--- config.mk ---
export PLATFORM = sky130hd
export DESIGN_NAME = parking_gate
export DESIGN_NICKNAME = d
export VERILOG_FILES = /design/src/rtl/parking_pkg.sv /design/src/rtl/sensor_debounce.sv /design/src/rtl/parking_gate.sv
export SDC_FILE = /design/constraint.sdc
export NUM_CORES = 1
export LEC_CHECK = 0
export ABC_AREA = 1
export CAP_MARGIN = 25
export CORE_AREA = 2 2 56 58
export CTS_CLUSTER_SIZE = 25
export DETAILED_ROUTE_END_ITERATION = 8
export DIE_AREA = 0 0 58 60
export HOLD_SLACK_MARGIN = 0.05
export PLACE_DENSITY = 0.78
export SETUP_SLACK_MARGIN = 0.02
export SYNTH_ARGS = -nofsm -noshare
export SYNTH_HDL_FRONTEND = slang
export SYNTH_SLANG_ARGS = --single-unit
--- constraint.sdc ---
create_clock -name clk -period 3.5 [get_ports clk]
set_input_delay 0.7 -clock clk [delete_from_list [all_inputs] [get_ports clk]]
set_output_delay 0.7 -clock clk [all_outputs]
set_load 0.05 [all_outputs]
--- src/rtl/parking_pkg.sv ---
// Shared types and constants for the parking gate controller.
package parking_pkg;

    localparam int unsigned FLOOR_CAP           = 500;
    localparam int unsigned TOTAL_CAP           = 1000;
    localparam int unsigned DEBOUNCE_CYCLES_DEF = 4;
    localparam int unsigned OPEN_TIMEOUT_DEF    = 1000;
    localparam int unsigned TMO_W               = 10;
    localparam int unsigned NUM_SENSORS         = 5;

    typedef enum logic [2:0] {
        E_IDLE,
        E_CHECK,
        E_OPEN,
        E_PASS,
        E_DENY
    } entry_state_e;

    typedef enum logic [1:0] {
        X_IDLE,
        X_OPEN,
        X_PASS
    } exit_state_e;

endpackage

--- src/rtl/sensor_debounce.sv ---
// Two-flop synchronizer followed by a stable-level filter: the output follows
// the input only after CYCLES consecutive identical synchronized samples.
module sensor_debounce
    import parking_pkg::*;
#(
    parameter int unsigned CYCLES = DEBOUNCE_CYCLES_DEF
) (
    input  logic clk,
    input  logic rst,
    input  logic async_i,
    output logic level_o
);

    localparam int unsigned CW = (CYCLES > 1) ? $clog2(CYCLES) : 1;

    logic [1:0]    sync_q;
    logic [CW-1:0] cnt_q, cnt_d;
    logic          level_q, level_d;

    always_ff @(posedge clk or posedge rst) begin
        if (rst) begin
            sync_q  <= '0;
            cnt_q   <= '0;
            level_q <= 1'b0;
        end else begin
            sync_q  <= {sync_q[0], async_i};
            cnt_q   <= cnt_d;
            level_q <= level_d;
        end
    end

    // Any sample agreeing with the accepted level restarts the count.
    always_comb begin
        cnt_d   = '0;
        level_d = level_q;
        if (sync_q[1] != level_q) begin
            if (cnt_q == CW'(CYCLES - 1)) begin
                level_d = sync_q[1];
            end else begin
                cnt_d = cnt_q + CW'(1);
            end
        end
    end

    assign level_o = level_q;

endmodule

--- src/rtl/parking_gate.sv ---
// Entry/exit barrier controller with occupancy event pulse scheduler.
// Optional open-barrier timeout enabled by PARKING_GATE_TIMEOUT_EN.
module parking_gate
    import parking_pkg::*;
#(
    parameter int unsigned DEBOUNCE_CYCLES = DEBOUNCE_CYCLES_DEF,
    parameter int unsigned OPEN_TIMEOUT    = OPEN_TIMEOUT_DEF
) (
    input  logic clk,
    input  logic rst,
    input  logic car_arrive,
    input  logic entry_passed,
    input  logic exit0_req,
    input  logic exit1_req,
    input  logic exit_passed,
    input  logic full,
    input  logic floor0,
    input  logic floor1,
    output logic in,
    output logic out0,
    output logic out1,
    output logic entry_open,
    output logic exit_open,
    output logic route_floor,
    output logic denied
);

    logic [NUM_SENSORS-1:0] raw, deb;
    logic car_db, epass_db, x0_db, x1_db, xpass_db;

    assign raw = {exit_passed, exit1_req, exit0_req, entry_passed, car_arrive};

    for (genvar g = 0; g < NUM_SENSORS; g++) begin : g_deb
        sensor_debounce #(.CYCLES(DEBOUNCE_CYCLES)) u_deb (
            .clk     (clk),
            .rst     (rst),
            .async_i (raw[g]),
            .level_o (deb[g])
        );
    end

    assign {xpass_db, x1_db, x0_db, epass_db, car_db} = deb;

    entry_state_e e_state_q, e_state_d;
    exit_state_e  x_state_q, x_state_d;
    logic x_floor_q, x_floor_d, rr_q, rr_d;
    logic in_req_c, out_req_c;
    logic in_pend_q, in_pend_d, out_pend_q, out_pend_d, out_fl_q, out_fl_d;
    logic in_q, in_d, out0_q, out0_d, out1_q, out1_d;
    logic entry_open_q, exit_open_q, denied_q, route_q, route_d;

`ifdef PARKING_GATE_TIMEOUT_EN
    localparam logic [TMO_W-1:0] TMO_LOAD = TMO_W'(OPEN_TIMEOUT - 1);
    logic [TMO_W-1:0] e_tmo_q, e_tmo_d, x_tmo_q, x_tmo_d;

    always_ff @(posedge clk or posedge rst) begin
        if (rst) begin
            e_tmo_q <= '0;
            x_tmo_q <= '0;
        end else begin
            e_tmo_q <= e_tmo_d;
            x_tmo_q <= x_tmo_d;
        end
    end
`endif

    // Entry barrier FSM
    always_comb begin
        e_state_d = e_state_q;
        in_req_c  = 1'b0;
`ifdef PARKING_GATE_TIMEOUT_EN
        e_tmo_d   = e_tmo_q;
`endif
        unique case (e_state_q)
            E_IDLE:  if (car_db) e_state_d = E_CHECK;
            E_CHECK: begin
                e_state_d = full ? E_DENY : E_OPEN;
`ifdef PARKING_GATE_TIMEOUT_EN
                e_tmo_d   = TMO_LOAD;
`endif
            end
            E_OPEN: begin
                if (epass_db) e_state_d = E_PASS;
`ifdef PARKING_GATE_TIMEOUT_EN
                else if (e_tmo_q == '0) e_state_d = E_IDLE;
                else e_tmo_d = e_tmo_q - TMO_W'(1);
`endif
            end
            E_PASS: begin
                if (!epass_db) begin
                    in_req_c  = 1'b1;
                    e_state_d = E_IDLE;
                end
            end
            E_DENY:  if (!car_db || !full) e_state_d = E_IDLE;
            default: e_state_d = E_IDLE;
        endcase
    end

    // Exit barrier FSM; floor granted round-robin when both request
    always_comb begin
        x_state_d = x_state_q;
        x_floor_d = x_floor_q;
        rr_d      = rr_q;
        out_req_c = 1'b0;
`ifdef PARKING_GATE_TIMEOUT_EN
        x_tmo_d   = x_tmo_q;
`endif
        unique case (x_state_q)
            X_IDLE: begin
                if (x0_db || x1_db) begin
                    x_state_d = X_OPEN;
                    x_floor_d = (x0_db && x1_db) ? rr_q : x1_db;
                    rr_d      = ~x_floor_d;
`ifdef PARKING_GATE_TIMEOUT_EN
                    x_tmo_d   = TMO_LOAD;
`endif
                end
            end
            X_OPEN: begin
                if (xpass_db) x_state_d = X_PASS;
`ifdef PARKING_GATE_TIMEOUT_EN
                else if (x_tmo_q == '0) x_state_d = X_IDLE;
                else x_tmo_d = x_tmo_q - TMO_W'(1);
`endif
            end
            X_PASS: begin
                if (!xpass_db) begin
                    out_req_c = 1'b1;
                    x_state_d = X_IDLE;
                end
            end
            default: x_state_d = X_IDLE;
        endcase
    end

    // Pulse scheduler: a pulse only follows an all-low cycle, entry wins ties
    always_comb begin
        in_d       = 1'b0;
        out0_d     = 1'b0;
        out1_d     = 1'b0;
        in_pend_d  = in_pend_q | in_req_c;
        out_pend_d = out_pend_q | out_req_c;
        out_fl_d   = out_req_c ? x_floor_q : out_fl_q;
        if (!(in_q || out0_q || out1_q)) begin
            if (in_pend_d) begin
                in_d      = 1'b1;
                in_pend_d = 1'b0;
            end else if (out_pend_d) begin
                out0_d     = ~out_fl_d;
                out1_d     = out_fl_d;
                out_pend_d = 1'b0;
            end
        end
    end

    always_comb begin
        route_d = route_q;
        if (floor0)      route_d = 1'b0;
        else if (floor1) route_d = 1'b1;
    end

    always_ff @(posedge clk or posedge rst) begin
        if (rst) begin
            e_state_q    <= E_IDLE;
            x_state_q    <= X_IDLE;
            x_floor_q    <= 1'b0;
            rr_q         <= 1'b0;
            in_pend_q    <= 1'b0;
            out_pend_q   <= 1'b0;
            out_fl_q     <= 1'b0;
            in_q         <= 1'b0;
            out0_q       <= 1'b0;
            out1_q       <= 1'b0;
            entry_open_q <= 1'b0;
            exit_open_q  <= 1'b0;
            denied_q     <= 1'b0;
            route_q      <= 1'b0;
        end else begin
            e_state_q    <= e_state_d;
            x_state_q    <= x_state_d;
            x_floor_q    <= x_floor_d;
            rr_q         <= rr_d;
            in_pend_q    <= in_pend_d;
            out_pend_q   <= out_pend_d;
            out_fl_q     <= out_fl_d;
            in_q         <= in_d;
            out0_q       <= out0_d;
            out1_q       <= out1_d;
            entry_open_q <= (e_state_d == E_OPEN) || (e_state_d == E_PASS);
            exit_open_q  <= (x_state_d == X_OPEN) || (x_state_d == X_PASS);
            denied_q     <= (e_state_d == E_DENY);
            route_q      <= route_d;
        end
    end

    assign in          = in_q;
    assign out0        = out0_q;
    assign out1        = out1_q;
    assign entry_open  = entry_open_q;
    assign exit_open   = exit_open_q;
    assign denied      = denied_q;
    assign route_floor = route_q;

endmodule

; ---- Word level (Yosys, flattened, before mapping)
; Cells that the tools add are included.
[op_classes]
add_sub_neg = 5
mul = 0
div_mod_pow = 0
magnitude_cmp = 0
n_eq_ne = 21
n_shift = 0
muxes = 39
n_bitwise = 4
reduce_logical = 18
[ops]
columns = cell, n
row1 = $mux 2, 13
row2 = $mux 1, 19
row3 = $mux 3, 5
row4 = $pmux 3 s5, 1
row5 = $eq 2x2->1 const B, 7
row6 = $eq 3x2->1 const B, 4
row7 = $reduce_and 2->1, 6
row8 = $add 2x1->2 const B, 5
row9 = $eq 3x3->1 const B, 2
row10 = $logic_or 1x1->1, 6
row11 = $pmux 2 s3, 1
row12 = $ne 1x1->1, 5
row13 = $eq 2x1->1 const B, 2
row14 = $eq 3x1->1 const B, 1
row15 = $logic_not 3->1, 1
row16 = $logic_not 1->1, 2
row17 = $logic_not 2->1, 1
row18 = $not 1->1, 2
row19 = $or 1x1->1, 2
row20 = $reduce_bool 2->1, 1
row21 = $logic_and 1x1->1, 1
[word_totals]
reg_bits = 42
latch_bits = 0
mem_bits_rw = 0
rom_bits = 0
output_inout_bits = 7
elab_cells = 116
n_memories = 0

; ---- Longest topological paths before layout
; Gate-level depths: netlist (run 1).
[logic_depth]
word_depth = 7
depth_mapped = 6
depth_no_buf = 6

; ---- Hierarchy
; Synthesis (run 1) repeated with hierarchy kept, for this count alone.
[hier_totals]
hier_cells = 163
hier_area_um2 = 1634.1
[by_module_without_submodules]
columns = mod, n_inst, cells_per_inst, area_each_um2, seq_area_each_um2
row1 = sensor_debounce, 5, 18, 186.4, 125.1
row2 = parking_gate, 1, 73, 701.9, 425.4

; ---- Worst setup path before layout (run 1)
; OpenSTA, ideal clock, no wires.
[synth_path]
path_type = register -> output
from = register in_q, in the netlist in
to = output in
t_arrival_ps = 643
required_time_ps = 2800
path_slack_ps = 2157
path_stages_with_launch = 1
n_path_buf = 0
cell_sequence = dfrtp_1
[synth_lines]
columns = element, line
row1 = start: declaration, parking_gate.sv:49  ; logic in_q, in_d, out0_q, out0_d, out1_q, out1_d;
row2 = start signal: assignment, parking_gate.sv:187  ; in_q <= in_d;
row3 = end: declaration, parking_gate.sv:19  ; output logic in,
; No word-level cell between the ends.

; ---- Worst setup path after layout (run 1)
[layout_path]
from = register out0_q, in the netlist out0
to = output out0
[layout_lines]
columns = element, line
row1 = start: declaration, parking_gate.sv:49
row2 = start signal: assignment, parking_gate.sv:188  ; out0_q <= out0_d;
row3 = end: declaration, parking_gate.sv:20  ; output logic out0,
; No word-level cell between the ends.

==> results.toml, run 1 <==
[status]
status = "completed"

[power]
pwr-share-clk_pct = 18.9
ir_drop_uv = 449
switchingPower_uw = 547
swShare_pct = 36.4
p_int_uw = 956
seqPwrFrac_pct = 48.1
comb_power_share_pct = 33.0
p_leak_nw = 0.960
powerDensity_nw_per_um2 = 803

[timing]
drv_slew = 0
period_needed_ns = 2.28
finalClockSkew_ns = 0.00901
clock.fmax_mhz = 438
finalSetupViolCount = 0
period_share_pct = 65.2
finalHoldViolCount = 0
slew_headroom_pct = 66.3
rsz0062_at_grt = "false"
fin_setup_tns_ns = 0
tightest_slew_ns = 0.503

[synthesis]
yosysTopAreaCell = "dfrtp_1"
synth_seq_cells = 42
synth_edf_count = 0
synthTopCellsByCount = "dfrtp_1, nand2_1, inv_1, nor2_1"
syn_area_per_cell_um2 = 11.1
ys_warn_count = 0
yosys-top-cells-area = "dfrtp_1, nand2_1, inv_1"
synth_cell_type_count = 19
syn_inst = 142
ys.flop_type = "dfrtp_1"
synth-async-reset-ratio_pct = 100
synth_area_um2 = 1580
syn-num-nets = 157
synth_most_common_cell = "dfrtp_1"
ys_seq_area_share_pct = 66.4
synth_top_area_share_pct = 66.4

[clock_tree]
cts_buffers = 5
cts.sinks = 42
post_cts.repair.setup_buffers = 0
cts_max_level = 2
cts_tree = "yes"
clk_path_buf_depth = 2
clk_latency_ns = 0.34
root_buffer = "clkbuf_4"
postCtsHoldBufs = 0
cts.repair.resized = 0
clkTransAtPathRegs_ns = 0.12

[critical_path]
crit_chain = "clkdlybuf4s50_1"
start_kind = "flip-flop"
endpoint_kind = "output port"
cpPeakStageDelay_ns = 0.83
slowest_stage = "clkdlybuf4s50_1"
path_buf_inv = 1
critPathRequiredTime_ns = 2.80
critical_path_class = "flip-flop to output port"
cpLargestDelayFamily = "buffers and inverters"
crit_fanout = 2
r2r-start = "x_state_q[1]"
startpoint = "out0"
cp.arrival_ns = 1.58

[finish]
n_fill_cell = 230
drive_above_1_share_pct = 13.2
diodes = 0
final_core_util_pct = 64.4
nNetsFinal = 181
area_growth_pct = 18.2

[floorplanning]
dieArea_um2 = 3480
rows = 20
core_um2 = 2900
ios = 17
initial_core_util_pct = 54.5
die-height_um = 60
die_w_um = 58

[placed_design]
gp_congestion = 0.711
io_buffers = 16
dp.final_hpwl_mm = 1.69

[global_route]
grt_pass1_wl_mm = 4.09
grt-ovfl-total = 0
grt_max_degree = 32
grt_pass1_vias = 987
track_usage_pct = 16.2
antenna_found_initial = 0

[routing]
ant_nets = 0
drc_errors = 0
drt_iter0_drc = 45
dr.pass1.iters = 4
vias_per_cell = 4.94
drt_wl_total_mm = 2.25
vias = 987
wl_per_cell_um = 11.3

[hold_path]
worstHoldStart = "g_deb[1].u_deb.sync_q[0]"
hold_class = "flip-flop to flip-flop"

[job]
cap_viol_max_count = 0
-- sequential cells by signal (all words and copies together) (netlist names), 2 cells and up --
name                 flops
g_deb.u_deb.cnt_q       10
x_state_q                2
g_deb.u_deb.level_o      5
g_deb.u_deb.sync_q      10
e_state_q                3
-- placed cells by master (no fill, tap or decap) --
cell	synthesis	final
dfrtp_1	42	42
nand2_1	26	26
inv_1	19	19
clkdlybuf4s50_1	0	16
nor2_1	15	15
nor3_1	6	6
o21ai_0	6	6
xnor2_1	5	5
ha_1	5	5
clkbuf_4	0	5
nand3_1	3	3
inv_2	3	3
clkbuf_8	0	3
nor2_2	2	2
a21oi_2	2	2
o21ai_2	2	2
nand4_1	1	1
a21oi_1	1	1
nand3b_4	1	1
nand2_2	1	1
nor3_4	1	1
nand4_2	1	1
buf_4	0	1
-- metrics by stage --
step | hold WS (ns) | instances | instance area, um^2 | setup WS, ns | total power, mW
4_1_cts | 0.362 | 200 | 1870 | 1.19 | 1.52
2_1_floorplan | 0.331 | 142 | 1580 | 1.83 | 1.10
5_1_grt | 0.365 | 200 | 1870 | 1.15 | 1.62
6_report | 0.361 | 200 | 1870 | 1.22 | 1.50
3_5_place_dp | 0.335 | 192 | 1790 | 1.59 | 1.24
3_3_place_gp | 0.331 | 192 | 1790 | 1.62 | 1.19
-- power groups by stage --
stage | clock network, mW | registers (mW) | logic (mW)
after floorplan | 0 | 0.787 | 0.312
after global placement | 0 | 0.721 | 0.472
after detailed placement | 0 | 0.733 | 0.505
after CTS | 0.293 | 0.723 | 0.508
after global routing | 0.314 | 0.737 | 0.573
final | 0.284 | 0.722 | 0.496
-- routing by layer --
| metal | wire, um | track usage (%) |
|---|---|---|
| met5 | 0 | 0 |
| met4 | 41 | 6.98 |
| met3 | 129 | 7.36 |
| met2 | 1110 | 26.0 |
| met1 | 975 | 18.9 |
-- kinds of logic after synthesis --
logic type	synth area share (%)
buffers and inverters	5.22
flip-flops	66.4
adder cells (fa/ha/maj)	3.95
XOR/XNOR	2.77
AND/OR/NAND/NOR	17.2
AO/OA/AOI/OAI	4.43
-- final timing paths --
check | endpoint | slack, ns | depth (start not counted)
setup / recovery | out0 | 1.22 | 1
hold / removal | g_deb[1].u_deb.sync_q[1] | 0.36 | 0
setup reg to reg | x_floor_q | 2.43 | 6
hold reg to reg | g_deb[1].u_deb.sync_q[1] | 0.36 | 0
max in group asynchronous | g_deb[3].u_deb.sync_q[1] | 2.12 | 3
min in group asynchronous | g_deb[0].u_deb.cnt_q[0] | 0.64 | 2
-- area by class of cell --
class	count	area, um^2	share of cell area [%]
tap	33	41.3	2.21
inverter	22	82.6	4.41
timing repair buffer	17	168	8.96
sequential	42	1050	56.2
multi-input combinational	78	449	24.0
clock buffer	8	78.8	4.21
Power figures use the tool's default switching activity.
==> run 2, diff against run 1 <==
--- a/config.mk
+++ b/config.mk
@@ -7,12 +7,12 @@
 export LEC_CHECK = 0
 export ABC_AREA = 1
 export CAP_MARGIN = 25
-export CORE_AREA = 2 2 56 58
+export CORE_AREA = 2 2 58 60
 export CTS_CLUSTER_SIZE = 25
 export DETAILED_ROUTE_END_ITERATION = 8
-export DIE_AREA = 0 0 58 60
+export DIE_AREA = 0 0 60 62
 export HOLD_SLACK_MARGIN = 0.05
-export PLACE_DENSITY = 0.78
+export PLACE_DENSITY = 0.74
 export SETUP_SLACK_MARGIN = 0.02
 export SYNTH_ARGS = -nofsm -noshare
 export SYNTH_HDL_FRONTEND = slang
==> constraint.sdc (replaced) <==
create_clock -name clk -period 2.2 [get_ports clk]
set_input_delay 0.44 -clock clk [delete_from_list [all_inputs] [get_ports clk]]
set_output_delay 0.44 -clock clk [all_outputs]
set_load 0.05 [all_outputs]
==> results.toml, run 2 (same netlist as run 1, synthesis figures left out) <==
[critical_path]
crit_chain = "clkdlybuf4s50_1"
slowest_stage = "clkdlybuf4s50_1"
crit_fanout = 2
crit_cells = 1
critPathRequiredTime_ns = 1.76
start_kind = "flip-flop"
endpoint_kind = "output port"
cpLargestDelayFamily = "buffers and inverters"
r2r_cells = 6
cp.arrival_ns = 1.58
critical_path_class = "flip-flop to output port"
cpPeakStageDelay_ns = 0.82
path_buf_inv = 1

[timing]
finalSetupViolCount = 0
tightest_slew_ns = 0.503
drv_slew = 0
fin_setup_tns_ns = 0
period_needed_ns = 2.02
period_share_pct = 91.7
rsz0062_at_grt = "false"
slew_headroom_pct = 66.4
finalClockSkew_ns = 0.0151
holdWs_ns = 0.360
clock.fmax_mhz = 496
finalHoldViolCount = 0

[routing]
drt_iter0_drc = 32
ant_nets = 0
wl_per_cell_um = 10.9
vias = 989
vias_per_cell = 4.64
dr.pass1.iters = 4
drt_wl_total_mm = 2.32
drc_errors = 0

[power]
p_leak_nw = 0.965
seqPwrFrac_pct = 47.4
swShare_pct = 36.6
p_int_mw = 1.54
comb_power_share_pct = 33.0
powerDensity_nw_per_um2 = 1280
pwr-share-clk_pct = 19.6
switchingPower_uw = 888
ir_drop_uv = 535

[status]
status = "completed"

[placed_design]
gp_congestion = 0.695
io_buffers = 16
dp.final_hpwl_mm = 1.72
placedInstanceArea_um2 = 1820
dp.cells = 205

[floorplanning]
core_um2 = 3180
ios = 17
die_w_um = 60
rows = 21
initial_core_util_pct = 49.8
die-height_um = 62
dieArea_um2 = 3720

[hold_path]
hold_depth = 0
hold_class = "flip-flop to flip-flop"

[clock_tree]
cts_tree = "yes"
cts_max_level = 2
clk_latency_ns = 0.35
cts.sinks = 42
post_cts.repair.setup_buffers = 0
clkTransAtPathRegs_ns = 0.12
postCtsHoldBufs = 0
root_buffer = "clkbuf_4"
cts_buffers = 5
clk_path_buf_depth = 2
cts.repair.resized = 0

[finish]
area_growth_pct = 19.9
final_cell_mix = "dfrtp_1, nand2_1, inv_1, clkdlybuf4s50_1, nor2_1"
fin_area_um2 = 1900
final_common_cell = "dfrtp_1"
fin_cells = 213
final_core_util_pct = 59.7
drive_above_1_share_pct = 13.2
nNetsFinal = 181
n_fill_cell = 261
diodes = 0

[job]
cap_viol_max_count = 0

[global_route]
track_usage_pct = 15.1
grt_max_degree = 33
grt_pass1_wl_mm = 3.99
antenna_found_initial = 0
grt-ovfl-total = 0
grt_pass1_vias = 967
-- run 2: cell count changes in the layout (fill, tap and decap cells not counted), sizes merged --
cell,before,now
clkbuf,8,5
clkinv,0,2
bufinv,0,1
-- run 2: power groups by stage --
stage | sequential (mW) | combinational (mW) | clock (mW)
after floorplan | 1.25 | 0.496 | 0
after global placement | 1.15 | 0.755 | 0
after detailed placement | 1.17 | 0.807 | 0
after CTS | 1.16 | 0.812 | 0.489
after global routing | 1.18 | 0.913 | 0.516
final | 1.15 | 0.802 | 0.475
-- run 2: layer usage --
metal	vias to the layer above	share of wire (%)	GRT usage (%)
li1	489	-	-
met1	474	41	16.3
met2	21	52	26.4
met3	5	4.5	4.76
met4	0	2.2	8.57
met5	-	0	0
-- run 2: area by class of cell --
type | count | area, um^2 | area share, %
Sequential cell | 42 | 1050 | 55.4
Multi-Input combinational cell | 78 | 449 | 23.7
Timing Repair Buffer | 17 | 180 | 9.49
Inverter | 22 | 82.6 | 4.35
Tap cell | 46 | 57.6 | 3.03
Clock inverter | 3 | 40.0 | 2.11
Clock buffer | 5 | 37.5 | 1.98
-- run 2: worst reg2reg max path: cells and delay by family (launching register included) --
kind | cells | cell delay, ns
AO/OA/AOI/OAI | 2 | 0.18
buffers and inverters | 2 | 0.15
flip-flops | 1 | 0.45
AND/OR/NAND/NOR | 2 | 0.19
-- run 2: final timing paths --
| kind | start | endpoint | slack [ns] |
|---|---|---|---|
| worst min-delay path | g_deb[2].u_deb.sync_q[0] | g_deb[2].u_deb.sync_q[1] | 0.36 |
| worst min register to register | g_deb[2].u_deb.sync_q[0] | g_deb[2].u_deb.sync_q[1] | 0.36 |
| worst max register to register | x_state_q[1] | x_floor_q | 1.13 |
| worst max-delay path | out0 | out0 | 0.18 |
| max in group asynchronous | rst | g_deb[1].u_deb.sync_q[0] | 1.28 |
| min in group asynchronous | rst | e_state_q[0] | 0.39 |
-- run 2: through the flow --
| step | worst slack, ns | power [mW] |
|---|---|---|
| floorplan | 0.786 | 1.75 |
| global placement | 0.579 | 1.90 |
| detailed placement | 0.554 | 1.98 |
| CTS | 0.158 | 2.46 |
| global route | 0.136 | 2.61 |
| finish | 0.182 | 2.43 |
==> run 3, diff against run 2 <==
--- a/config.mk
+++ b/config.mk
@@ -7,12 +7,12 @@
 export LEC_CHECK = 0
 export ABC_AREA = 1
 export CAP_MARGIN = 25
-export CORE_AREA = 2 2 58 60
-export CTS_CLUSTER_SIZE = 25
+export CORE_AREA = 2 2 56 58
 export DETAILED_ROUTE_END_ITERATION = 8
-export DIE_AREA = 0 0 60 62
+export DIE_AREA = 0 0 58 60
+export GPL_TIMING_DRIVEN = 0
 export HOLD_SLACK_MARGIN = 0.05
-export PLACE_DENSITY = 0.74
+export PLACE_DENSITY = 0.78
 export SETUP_SLACK_MARGIN = 0.02
 export SYNTH_ARGS = -nofsm -noshare
 export SYNTH_HDL_FRONTEND = slang
==> constraint.sdc (replaced) <==
create_clock -name clk -period 2.51 [get_ports clk]
set_input_delay 0.502 -clock clk [delete_from_list [all_inputs] [get_ports clk]]
set_output_delay 0.502 -clock clk [all_outputs]
set_load 0.05 [all_outputs]
==> results.toml, run 3 (same netlist as run 1, synthesis figures left out) <==
[timing]
finalHoldViolCount = 0
finalSetupViolCount = 0
fin_setup_tns_ns = 0
period_needed_ns = 2.08
holdWs_ns = 0.358
rsz0062_at_grt = "false"
period_share_pct = 82.7
finalClockSkew_ns = 0.00954
clock.fmax_mhz = 481
slew_headroom_pct = 45.5
tightest_slew_ns = 0.817
drv_slew = 0

[job]
cap_viol_max_count = 0

[global_route]
antenna_found_initial = 0
grt_pass1_wl_mm = 3.80
grt_max_degree = 43
grt-ovfl-total = 0
track_usage_pct = 15.4
grt_pass1_vias = 947

[floorplanning]
dieArea_um2 = 3480
die_w_um = 58
die-height_um = 60
core_um2 = 2900
initial_core_util_pct = 54.5
ios = 17
rows = 20

[routing]
dr.pass1.iters = 4
vias = 958
ant_nets = 0
wl_met1_um = 855
drc_errors = 0
wl_met3_um = 112
drt_wl_total_mm = 2.10
met2WireLength_mm = 1.08
vias_per_cell = 4.81
topRoutingLayerUsed = "met4"
wl_per_cell_um = 10.6
drt_iter0_drc = 25

[power]
ir_drop_uv = 840
p_leak_nw = 0.968
powerDensity_nw_per_um2 = 1170

[clock_tree]
cts_max_level = 2
clk_path_buf_depth = 2
clkTransAtPathRegs_ns = 0.12
post_cts.repair.setup_buffers = 0
clk_latency_ns = 0.35
root_buffer = "clkbuf_4"
cts.sinks = 42
cts_buffers = 5
postCtsHoldBufs = 0
cts.repair.resized = 0
cts_tree = "yes"

[critical_path]
cp.arrival_ns = 1.57
startpoint = "out0"
crit_fanout = 2
endpoint_kind = "output port"
cpPeakStageDelay_ns = 0.82
critPathRequiredTime_ns = 2.01
r2r-start = "x_state_q[1]"
slowest_stage = "clkdlybuf4s50_1"
crit_chain = "clkdlybuf4s50_1"
path_buf_inv = 1
critical_path_class = "flip-flop to output port"
start_kind = "flip-flop"
cpLargestDelayFamily = "buffers and inverters"

[placed_design]
io_buffers = 16
gp_congestion = 0.715
placedInstanceArea_um2 = 1780
dp.final_hpwl_mm = 1.51

[finish]
final_cell_mix = "dfrtp_1, nand2_1, inv_1, clkdlybuf4s50_1, nor2_1"
nNetsFinal = 180
diodes = 0
fin_area_um2 = 1900
final_common_cell = "dfrtp_1"
drive_above_1_share_pct = 13.3
area_growth_pct = 19.8

[hold_path]
worstHoldStart = "g_deb[1].u_deb.sync_q[0]"
hold_class = "flip-flop to flip-flop"

[status]
status = "completed"
-- run 3: cell types whose count changed in the layout (fill, tap and decap cells not counted) --
cell and change:
clkinv_2 -2, clkbuf_8 +1, inv_1 -1, bufinv_16 +1, buf_12 -1, inv_2 +1
-- run 3: cell type report --
cell class	count	area, um^2
Clock inverter	2	60.1
Multi-Input combinational cell	78	449
Inverter	22	82.6
Clock buffer	6	51.3
Tap cell	33	41.3
Fill cell	228	1010
Sequential cell	42	1050
Timing Repair Buffer	16	160
-- run 3: report_power, final --
| part | switching, mW | total, mW | internal (mW) |
|---|---|---|---|
| combinational | 0.417 | 0.683 | 0.266 |
| sequential | 0.130 | 1.00 | 0.872 |
| clock | 0.205 | 0.542 | 0.337 |
-- run 3: path summary, 6_finish.rpt --
kind	endpoint	slack, ns	cells past startpoint
worst min-delay path	g_deb[1].u_deb.sync_q[1]	0.36	0
min in group asynchronous	g_deb[0].u_deb.level_o	0.64	2
worst max register to register	x_floor_q	1.44	6
worst min register to register	g_deb[1].u_deb.sync_q[1]	0.36	0
worst max-delay path	out0	0.43	1
max in group asynchronous	g_deb[1].u_deb.cnt_q[1]	1.36	2
-- run 3: per-layer routing --
| metal | track usage (%) | vias up |
|---|---|---|
| met4 | 6.98 | 0 |
| met3 | 7.36 | 7 |
| li1 | - | 482 |
| met5 | 0 | - |
| met2 | 26.1 | 20 |
| met1 | 16.1 | 449 |
-- run 3: stage by stage --
stage / util, % / total power [mW] / setup WS, ns / instances
floorplan: - / 1.53 / 1.03 / 142
global placement: 61.5 / 1.66 / 0.300 / 191
detailed placement: 61.5 / 1.71 / 0.811 / 191
CTS: 65.3 / 2.26 / 0.407 / 199
global route: 65.3 / 2.40 / 0.370 / 199
finish: 65.3 / 2.23 / 0.433 / 199
